===== config.mk =====
export PLATFORM = sky130hd
export DESIGN_NAME = shift_seq_ctrl
export DESIGN_NICKNAME = d
export VERILOG_FILES = /design/src/rtl/shift_seq_ctrl_pkg.sv /design/src/rtl/shift_seq_ctrl_tick_prescaler.sv /design/src/rtl/shift_seq_ctrl.sv
export SDC_FILE = /design/constraint.sdc
export NUM_CORES = 1
export LEC_CHECK = 0
export CAP_MARGIN = 20
export CORE_AREA = 10 10 117 93
export CTS_CLUSTER_DIAMETER = 50
export CTS_CLUSTER_SIZE = 30
export DETAILED_ROUTE_END_ITERATION = 8
export DIE_AREA = 0 0 127 103
export GPL_ROUTABILITY_DRIVEN = 0
export PLACE_DENSITY = 0.79
export SLEW_MARGIN = 40
export SYNTH_ARGS = -nofsm -noshare
export SYNTH_HDL_FRONTEND = slang
export SYNTH_HIERARCHICAL = 1
export SYNTH_SLANG_ARGS = --single-unit
export TNS_END_PERCENT = 10

===== constraint.sdc =====
create_clock -name clkin -period 4.39 [get_ports clkin]
set_input_delay 1.317 -clock clkin [delete_from_list [all_inputs] [get_ports clkin]]
set_output_delay 1.317 -clock clkin [all_outputs]
set_load 0.005 [all_outputs]

===== src/rtl/shift_seq_ctrl_pkg.sv =====
// Shared encodings for the shift-register sequencer.
// State and direction values are fixed for software visibility.
package shift_ctrl_pkg;

  typedef enum logic [1:0] {
    IDLE  = 2'd0,
    LOAD  = 2'd1,
    SHIFT = 2'd2,
    DONE  = 2'd3
  } state_e;

  localparam logic DIR_LEFT  = 1'b0;
  localparam logic DIR_RIGHT = 1'b1;

endpackage


===== src/rtl/shift_seq_ctrl_tick_prescaler.sv =====
// Single-clock tick enable: pulses once every div_val+1 enabled cycles.
// Counter never passes div_val, so the compare cannot overflow.
module tick_prescaler #(
  parameter int DIV_W = 32
) (
  input  logic             clkin,
  input  logic             rst_n,
  input  logic             en,
  input  logic             clr,
  input  logic [DIV_W-1:0] div_val,
  output logic             tick
);

  logic [DIV_W-1:0] cnt_q;
  logic [DIV_W-1:0] cnt_d;

  assign tick = en && (cnt_q == div_val);

  always_comb begin
    cnt_d = cnt_q;
    if (clr) begin
      cnt_d = '0;
    end else if (en) begin
      cnt_d = tick ? '0 : cnt_q + 1'b1;
    end
  end

  always_ff @(posedge clkin or negedge rst_n) begin
    if (!rst_n) begin
      cnt_q <= '0;
    end else begin
      cnt_q <= cnt_d;
    end
  end

endmodule


===== src/rtl/shift_seq_ctrl.sv =====
// Load-then-shift sequencer with start/busy/done handshake.
// Define SHIFT_ROTATE_EN to add the rot input for circular rotate.
import shift_ctrl_pkg::*;

module shift_seq_ctrl #(
  parameter int WIDTH = 8,
  parameter int DIV_W = 32,
  parameter int CNT_W = 4
) (
  input  logic             clkin,
  input  logic             rst_n,
  input  logic             start,
  input  logic             abort,
  input  logic             dir,
  input  logic [WIDTH-1:0] load_data,
  input  logic [DIV_W-1:0] div_val,
  input  logic [CNT_W-1:0] shift_cnt,
  input  logic             ser_in,
`ifdef SHIFT_ROTATE_EN
  input  logic             rot,
`endif
  output logic [WIDTH-1:0] q,
  output logic             ser_out,
  output logic             tick,
  output logic             busy,
  output logic             done
);

  localparam logic [CNT_W-1:0] ONE = CNT_W'(1);

  state_e           state_q;
  logic [WIDTH-1:0] q_q;
  logic [WIDTH-1:0] q_d;
  logic             dir_q;
  logic [DIV_W-1:0] div_q;
  logic [CNT_W-1:0] rem_q;
  logic             busy_q;
  logic             done_q;
  logic             fill;

  assign ser_out = (dir_q == DIR_RIGHT) ? q_q[0] : q_q[WIDTH-1];

`ifdef SHIFT_ROTATE_EN
  logic rot_q;

  always_ff @(posedge clkin or negedge rst_n) begin
    if (!rst_n) begin
      rot_q <= 1'b0;
    end else if (state_q == IDLE && start) begin
      rot_q <= rot;
    end
  end

  // Rotating feeds the departing bit back in at the other end.
  assign fill = rot_q ? ser_out : ser_in;
`else
  assign fill = ser_in;
`endif

  assign q_d = (dir_q == DIR_RIGHT) ? {fill, q_q[WIDTH-1:1]}
                                    : {q_q[WIDTH-2:0], fill};

  tick_prescaler #(
    .DIV_W (DIV_W)
  ) u_presc (
    .clkin   (clkin),
    .rst_n   (rst_n),
    .en      (state_q == SHIFT),
    .clr     (state_q == LOAD),
    .div_val (div_q),
    .tick    (tick)
  );

  always_ff @(posedge clkin or negedge rst_n) begin
    if (!rst_n) begin
      state_q <= IDLE;
      q_q     <= '0;
      dir_q   <= DIR_LEFT;
      div_q   <= '0;
      rem_q   <= '0;
      busy_q  <= 1'b0;
      done_q  <= 1'b0;
    end else begin
      unique case (state_q)
        IDLE: begin
          if (start) begin
            state_q <= LOAD;
            q_q     <= load_data;
            dir_q   <= dir;
            div_q   <= div_val;
            rem_q   <= shift_cnt;
            busy_q  <= 1'b1;
          end
        end
        LOAD: begin
          if (abort) begin
            state_q <= IDLE;
            busy_q  <= 1'b0;
          end else if (rem_q == '0) begin
            state_q <= DONE;
            busy_q  <= 1'b0;
            done_q  <= 1'b1;
          end else begin
            state_q <= SHIFT;
          end
        end
        SHIFT: begin
          // Abort takes priority over a coincident tick.
          if (abort) begin
            state_q <= IDLE;
            busy_q  <= 1'b0;
          end else if (tick) begin
            q_q   <= q_d;
            rem_q <= rem_q - ONE;
            if (rem_q == ONE) begin
              state_q <= DONE;
              busy_q  <= 1'b0;
              done_q  <= 1'b1;
            end
          end
        end
        DONE: begin
          state_q <= IDLE;
          done_q  <= 1'b0;
        end
        default: begin
          state_q <= IDLE;
        end
      endcase
    end
  end

  assign q    = q_q;
  assign busy = busy_q;
  assign done = done_q;

endmodule


==> results of run 1 <==
==> cells in the final DEF, fill, tap and decap left out, types with 3 or more instances in the layout <==
cell type | Yosys | routed
dfrtp_1 | 81 | 81
ha_1 | 11 | 11
or3_1 | 3 | 3
inv_6 | 0 | 3
clkbuf_16 | 0 | 9
nor2_1 | 27 | 26
or3_2 | 3 | 3
and4_1 | 4 | 4
nor2b_1 | 5 | 5
o21ai_0 | 18 | 18
o31ai_1 | 3 | 3
clkdlybuf4s50_1 | 0 | 60
o311ai_0 | 13 | 13
inv_1 | 11 | 11
mux2_2 | 34 | 34
a21o_1 | 6 | 6
nand4_1 | 9 | 9
mux2i_1 | 12 | 12
and3_1 | 3 | 3
nor3_1 | 8 | 7
buf_4 | 0 | 4
nand2_1 | 42 | 42
inv_8 | 0 | 3
or2_2 | 5 | 5
nand3_1 | 24 | 24
xnor2_1 | 16 | 16
nand2b_1 | 6 | 6
xor2_1 | 16 | 16
a21oi_1 | 20 | 20
nor4_1 | 8 | 8
nand4b_1 | 7 | 7
==> power by group through the flow <==
stage	logic [W]	registers [W]	clock network, W
finish	0.00131	0.00125	0.000794
global route	0.00144	0.00128	0.000845
CTS	0.00131	0.00124	0.000811
detailed placement	0.00130	0.00126	0
global placement	0.00126	0.00124	0
floorplan	0.00100	0.00116	0
==> state kept, by name (all words and copies together), names as in the netlist <==
signal and flops:
div_q 32, u_presc/cnt_q 32, q 8, rem_q 4, state_q 2, busy 1, dir_q 1, done 1
==> kinds of logic (layout without fill, tap and decap cells) <==
kind of cell	Yosys count	in the layout	share of synthesized area
AND/OR/NAND/NOR	169	169	0.197
AO/OA/AOI/OAI	83	83	0.124
flip-flops	81	81	0.438
multiplexers	46	46	0.109
buffers and inverters	35	93	0.0421
XOR/XNOR	32	32	0.0605
adder cells (fa/ha/maj)	11	11	0.0297
==> cells in the mapped netlist (all sizes together), types with 2 or more instances <==
library cell   n  share of area
o31ai          4         0.0095
nand2b         6         0.0081
nor3           8         0.0086
buf           13          0.024
xnor2         16          0.030
a21o           6         0.0097
or4b           2         0.0051
nor2          27          0.022
a21oi         21          0.024
nor4           8          0.011
nand3         24          0.026
or3            7          0.011
a211oi         2         0.0032
clkbuf        10         0.0081
a22o           2         0.0038
nand3b         2         0.0032
dfrtp         81           0.44
o2bb2ai        2         0.0038
mux2i         12          0.026
and2b          2         0.0038
o31a           2         0.0041
nor2b          5         0.0068
ha            11          0.030
xor2          16          0.030
inv           11         0.0089
o21ai         20          0.022
a311oi         2         0.0038
nand4b         7          0.013
mux2          34          0.083
and2           2         0.0027
and3           4         0.0057
nand4          9          0.012
or3b           2         0.0038
or2            5         0.0068
o22ai          2         0.0027
and4           4         0.0076
nand2         42          0.034
o311ai        13          0.025
==> path summary, 6_finish.rpt <==
check	start	endpoint	slack, ns	cells after the start
worst max-delay path	u_presc/cnt_q[6]$_DFFE_PN0P_	tick	0.10	5
max in group asynchronous	rst_n	q[3]$_DFFE_PN0P_	2.86	1
worst min register to register	busy$_DFFE_PN0P_	busy$_DFFE_PN0P_	0.52	2
worst max register to register	u_presc/cnt_q[6]$_DFFE_PN0P_	rem_q[2]$_DFFE_PN0P_	0.96	9
min in group asynchronous	rst_n	q[7]$_DFFE_PN0P_	1.00	1
worst min-delay path	busy$_DFFE_PN0P_	busy$_DFFE_PN0P_	0.52	2
==> stage by stage <==
stage,instance area (µm²),setup slack [ns]
after floorplan,4630,0.998
after global placement,5260,0.520
after detailed placement,5270,0.494
after CTS,5590,0.116
after global routing,5590,0.00974
final,5590,0.100
==> per-layer routing <==
layer	wire length, µm	GRT usage
met1	5260	0.243
met2	5490	0.290
met3	785	0.0478
met4	184	0.0568
met5	0	0
==> cell type report <==
class | instances | share of cell area
clock buffers | 9 | 0.0403
repair buffers | 65 | 0.115
well taps | 112 | 0.0251
multi-input cells | 341 | 0.433
flip-flops and latches | 81 | 0.363
clock inverters | 7 | 0.0161
inverters | 12 | 0.00806
==> worst max-delay path: stages (launching register included) <==
cell and delay, ns:
dfrtp_1 0.45, xor2_1 0.21, or4_1 0.52, or4b_4 0.53, nor3_1 0.33, clkdlybuf4s50_1 0.60
==> flow_metrics.env, run 1 <==
export IMPL_core_area_um2=8710
export IMPL_seqCellArea_um2=2030
export IMPL_power_leakage_nw=2.30
export IMPL_grt_pass1_wl_mm=19.4
export IMPL_dieWidth_um=127
export IMPL_synth_flop_cell="dfrtp_1"
export IMPL_die_h_um=103
export IMPL_vdd_drop_max_mv=0.424
export IMPL_dp_cells=611
export IMPL_cts_tree="done"
export IMPL_clkSlewWorstSetupHoldPaths_ns=0.07
export IMPL_numCtsBuffers=9
export IMPL_holdWs_ns=0.520
export IMPL_worst_slew_pin_transition_ns=0.788
export IMPL_switchingPower_w=0.00124
export IMPL_synth_area_um2=4630
export IMPL_grt_max_degree=82
export IMPL_cp_start_kind="flop"
export IMPL_n_fill_cell=684
export IMPL_hpwl_mm=8.58
export IMPL_multi_input_area_um2=2420
export IMPL_setup_viol=0
export IMPL_report_power_total_w=0.00335
export IMPL_clk_path_buf_depth=2
export IMPL_drive_above_1_share=0.148
export IMPL_vias=3774
export IMPL_area_growth_pct=20.7
export IMPL_track_usage=0.184
export IMPL_port_buffers=61
export IMPL_worstPathRequired_ns=3.07
export IMPL_cts_sinks=81
export IMPL_cts_root_buffer="clkbuf_16"
export IMPL_antenna_cells=0
export IMPL_finalNonFillerCells=627
export IMPL_fin_tns_setup_ns=0
export IMPL_rsz0062_at_grt="no"
export IMPL_relSlewSlack=0.475
export IMPL_antenna_found_initial=0
export IMPL_yosys_warnings=6
export IMPL_initial_core_util=0.532
export IMPL_max_cap_violations=0
export IMPL_grt_pass1_vias=3761
export IMPL_syn_num_nets=518
export IMPL_synth_cell_type_count=60
export IMPL_critical_path_class="flop to primary output"
export IMPL_wl_per_cell_um=18.7
export IMPL_timing_hold_violations_final=0
export IMPL_crit_fanout=6
export IMPL_synthCells=457
export IMPL_min_period_ns=4.29
export IMPL_synth_area_per_cell_um2=10.1
export IMPL_ys_async_sr_fraction=1.00
export IMPL_post_route_period_util=0.977
export IMPL_pwr_share_clk=0.237
export IMPL_grt_ovfl_total=0
export IMPL_outcome="finished, final reports clean"
export IMPL_p_per_area_nw_per_um2=599
export IMPL_endpoint_kind="primary output"
export IMPL_drc=0
export IMPL_synth_edf_count=0
export IMPL_io_pins=62
export IMPL_cts_setup_buffers=0
export IMPL_antenna_left=0
export IMPL_fin_nets=571
export IMPL_sequentialPowerShare=0.372
export IMPL_intPower_w=0.00211
export IMPL_routed_via_density=6.02
export IMPL_final_max_slew_violation_count=0
export IMPL_ys_seq_area_frac=0.438
export IMPL_routed_wl_mm=11.7
export IMPL_first_pass_iters=5
export IMPL_hold_class="flop to flop"
export IMPL_cts_hold_buf=0
export IMPL_crit_arrival_ns=2.97
export IMPL_switching_share=0.371
export IMPL_die_area_um2=13100
export IMPL_post_route_util=0.642
export IMPL_postCtsResizedCells=0
export IMPL_ys_ff_latch=81
export IMPL_clock_latency_ns=0.34
export IMPL_fin_skew_ns=0.00710
export IMPL_num_rows=30
export IMPL_h_tree_depth=3
export IMPL_p_comb_frac=0.391
export IMPL_fmax_mhz=233
export IMPL_drt_iter0_drc=228
(Power assumes the default switching activity.)
==> inputs of run 2 (changes only) <==
--- a/config.mk
+++ b/config.mk
@@ -6,16 +6,15 @@
 export NUM_CORES = 1
 export LEC_CHECK = 0
 export CAP_MARGIN = 20
-export CORE_AREA = 10 10 117 93
+export CORE_AREA = 10 10 118 93
 export CTS_CLUSTER_DIAMETER = 50
 export CTS_CLUSTER_SIZE = 30
 export DETAILED_ROUTE_END_ITERATION = 8
-export DIE_AREA = 0 0 127 103
+export DIE_AREA = 0 0 128 103
 export GPL_ROUTABILITY_DRIVEN = 0
-export PLACE_DENSITY = 0.79
+export PLACE_DENSITY = 0.78
 export SLEW_MARGIN = 40
 export SYNTH_ARGS = -nofsm -noshare
 export SYNTH_HDL_FRONTEND = slang
-export SYNTH_HIERARCHICAL = 1
 export SYNTH_SLANG_ARGS = --single-unit
 export TNS_END_PERCENT = 10
==> run 2 against run 1 <==
Against the previous run: sequential share of layout area barely moved; largest cell class unchanged; register-to-register slack improved by 0.84 ns; global-route usage is 0.56 points lower; count of clock-buffer cells in the layout up 1; synthesized cell count is 2.4% lower.
==> flow_metrics.env, run 2 <==
export IMPL_cp_num_buf_inv=1
export IMPL_switching_share=0.380
export IMPL_synth_cell_type_count=58
export IMPL_design_area_um2=5590
export IMPL_intPower_w=0.00206
export IMPL_final_cell_mix="81 x dfrtp_1, 60 x clkdlybuf4s50_1, 34 x mux2_2"
export IMPL_grt_max_degree=82
export IMPL_grt_ovfl_total=0
export IMPL_fin_skew_ns=0.00593
export IMPL_vdd_drop_max_mv=0.346
export IMPL_cts_tree="done"
export IMPL_grt_pass1_wl_mm=18.6
export IMPL_synth_edf_count=0
export IMPL_setup_viol=0
export IMPL_initial_core_util=0.531
export IMPL_fin_ws_ns=0.589
export IMPL_final_max_slew_violation_count=0
export IMPL_netlist_top_cells_area="dfrtp_1 43%, mux2_2 8.2%, xor2_1 6.0%"
export IMPL_postCtsResizedCells=0
export IMPL_h_tree_depth=3
export IMPL_power_leakage_nw=2.36
export IMPL_antenna_found_initial=0
export IMPL_num_rows=30
export IMPL_synth_flop_cell="dfrtp_1"
export IMPL_clk_path_buf_depth=2
export IMPL_worstPathRequired_ns=3.07
export IMPL_max_cap_violations=0
export IMPL_routed_via_density=6.00
export IMPL_yosys_area_top_type="dfrtp_1"
export IMPL_clkSlewWorstSetupHoldPaths_ns=0.06
export IMPL_track_usage=0.178
export IMPL_io_pins=62
export IMPL_switchingPower_w=0.00126
export IMPL_antenna_cells=0
export IMPL_drive_above_1_share=0.155
export IMPL_p_per_area_nw_per_um2=593
export IMPL_antenna_left=0
export IMPL_pwr_share_clk=0.208
export IMPL_timing_hold_violations_final=0
export IMPL_hpwl_mm=8.28
export IMPL_crit_fanout=5
export IMPL_critical_path_class="flop to primary output"
export IMPL_max_stage_delay_ns=0.58
export IMPL_routed_wl_mm=11.4
export IMPL_die_h_um=103
export IMPL_syn_num_nets=503
export IMPL_crit_arrival_ns=2.48
export IMPL_fmax_mhz=263
export IMPL_port_buffers=61
export IMPL_drt_iter0_drc=367
export IMPL_vias=3681
export IMPL_sequentialPowerShare=0.378
export IMPL_synth_area_per_cell_um2=10.5
export IMPL_drc=0
export IMPL_first_pass_iters=5
export IMPL_r2r_start="u_presc.cnt_q[9]$_DFFE_PN0N_"
export IMPL_endpoint_kind="primary output"
export IMPL_crit_start="u_presc.cnt_q[7]$_DFFE_PN0N_"
export IMPL_holdWs_ns=0.510
export IMPL_p_comb_frac=0.415
export IMPL_outcome="finished, final reports clean"
export IMPL_clock_latency_ns=0.34
export IMPL_yosys_area_top_type_share=0.435
export IMPL_report_power_total_w=0.00332
export IMPL_area_growth_pct=19.9
export IMPL_yosys_warnings=0
export IMPL_ys_seq_area_frac=0.435
export IMPL_layout_commonest_cell="dfrtp_1"
export IMPL_dieWidth_um=128
export IMPL_numCtsBuffers=9
export IMPL_place_ws_ns=0.965
export IMPL_post_route_period_util=0.866
export IMPL_grt_pass1_vias=3688
export IMPL_ys_ff_latch=81
export IMPL_cts_setup_buffers=0
export IMPL_ys_async_sr_fraction=1.00
export IMPL_worstHoldStart="busy$_DFFE_PN0P_"
export IMPL_worst_slew_pin_transition_ns=0.836
export IMPL_core_area_um2=8780
export IMPL_crit_chain="xor2_1 -> nor4_2 -> nand3_2 -> nor3_1 -> clkdlybuf4s50_1"
export IMPL_dpl_instance_area_um2=5320
export IMPL_rsz0062_at_grt="no"
export IMPL_cts_sinks=81
export IMPL_yosysMostFrequentCell="dfrtp_1"
export IMPL_cts_root_buffer="clkbuf_16"
export IMPL_ys_top_cells_by_count="81 x dfrtp_1, 34 x mux2_2, 32 x xor2_1"
export IMPL_cp_start_kind="flop"
export IMPL_hold_class="flop to flop"
export IMPL_slowest_stage="clkdlybuf4s50_1"
export IMPL_critPathTopFamily="simple AND/OR/NAND/NOR gates"
export IMPL_fin_tns_setup_ns=0
export IMPL_min_period_ns=3.80
export IMPL_cts_hold_buf=0
export IMPL_wl_per_cell_um=18.6
export IMPL_synthCells=446
export IMPL_relSlewSlack=0.439
export IMPL_synth_area_um2=4660
export IMPL_die_area_um2=13200
export IMPL_fin_nets=555
[run 2: changes by cell type after synthesis, sizes merged, moves of 6 or more]
cell / change
mux2: +9
o21ai: -13
inv: +8
o311ai: -10
nand4b: -7
o211ai: +6
xor2: +16
xnor2: -16
nand2: -18
o2bb2ai: +6
[run 2: path summary, 6_finish.rpt]
kind | end | slack [ns] | depth (start not counted)
min | busy$_DFFE_PN0P_ | 0.51 | 1
max reg2reg | u_presc.cnt_q[31]$_DFFE_PN0N_ | 1.80 | 6
min in group asynchronous | q[3]$_DFFE_PN0P_ | 1.01 | 1
max | tick | 0.59 | 5
max in group asynchronous | div_q[28]$_DFFE_PN0P_ | 2.88 | 1
min reg2reg | busy$_DFFE_PN0P_ | 0.51 | 1
[run 2: cell type report]
type	count	area (µm²)
clock buffer	10	239
clock inverter	5	32.5
fill	687	3190
inverter	20	75.1
multi-input combinational	320	2430
sequential	81	2030
tap	112	140
timing repair buffer	66	649
[run 2: metrics by stage]
| stage | cells | utilization |
|---|---|---|
| 2_1_floorplan | 446 | - |
| 3_3_place_gp | 599 | 0.606 |
| 3_5_place_dp | 599 | 0.606 |
| 5_1_grt | 614 | 0.637 |
| 6_report | 614 | 0.637 |
| 4_1_cts | 614 | 0.637 |
[run 2: kinds of logic (layout without fill, tap and decap cells)]
family | after synthesis | count (layout) | share of synthesized area
and+or+nand+nor | 146 | 146 | 0.182
AOI/OAI and AO/OA | 76 | 76 | 0.117
muxes | 59 | 59 | 0.144
DFF | 81 | 81 | 0.435
buffers and inverters | 45 | 101 | 0.0443
xor gates and xnor gates | 32 | 32 | 0.0601
adders and majority gates | 7 | 7 | 0.0188
[run 2: worst register-to-register path, cell delays in order (launching register included)]
cell and delay [ns]:
dfrtp_1 0.45, and4_1 0.33, nand3_1 0.23, nor3_2 0.73
nand2_1 0.22, o211a_1 0.26, a221o_1 0.25
[run 2: power by group through the flow]
stage / sequential (W) / clock, W / combinational [W]
floorplan: 0.00116 / 0 / 0.00103
global placement: 0.00125 / 0 / 0.00133
detailed placement: 0.00126 / 0 / 0.00137
CTS: 0.00125 / 0.000706 / 0.00138
finish: 0.00125 / 0.000689 / 0.00138
global route: 0.00129 / 0.000738 / 0.00150
[run 2: routing by layer]
layer / share of wire / track usage
met1: 0.45 / 0.236
met3: 0.075 / 0.0545
met4: 0.011 / 0.0449
met5: 0 / 0
met2: 0.47 / 0.279
==> inputs of run 3 (changes only) <==
--- a/config.mk
+++ b/config.mk
@@ -5,7 +5,7 @@
 export SDC_FILE = /design/constraint.sdc
 export NUM_CORES = 1
 export LEC_CHECK = 0
-export CAP_MARGIN = 20
+export CAP_MARGIN = 0
 export CORE_AREA = 10 10 118 93
 export CTS_CLUSTER_DIAMETER = 50
 export CTS_CLUSTER_SIZE = 30
==> results of run 3 <==
No change in the layout: final DEF, timing and power equal those of run 2.
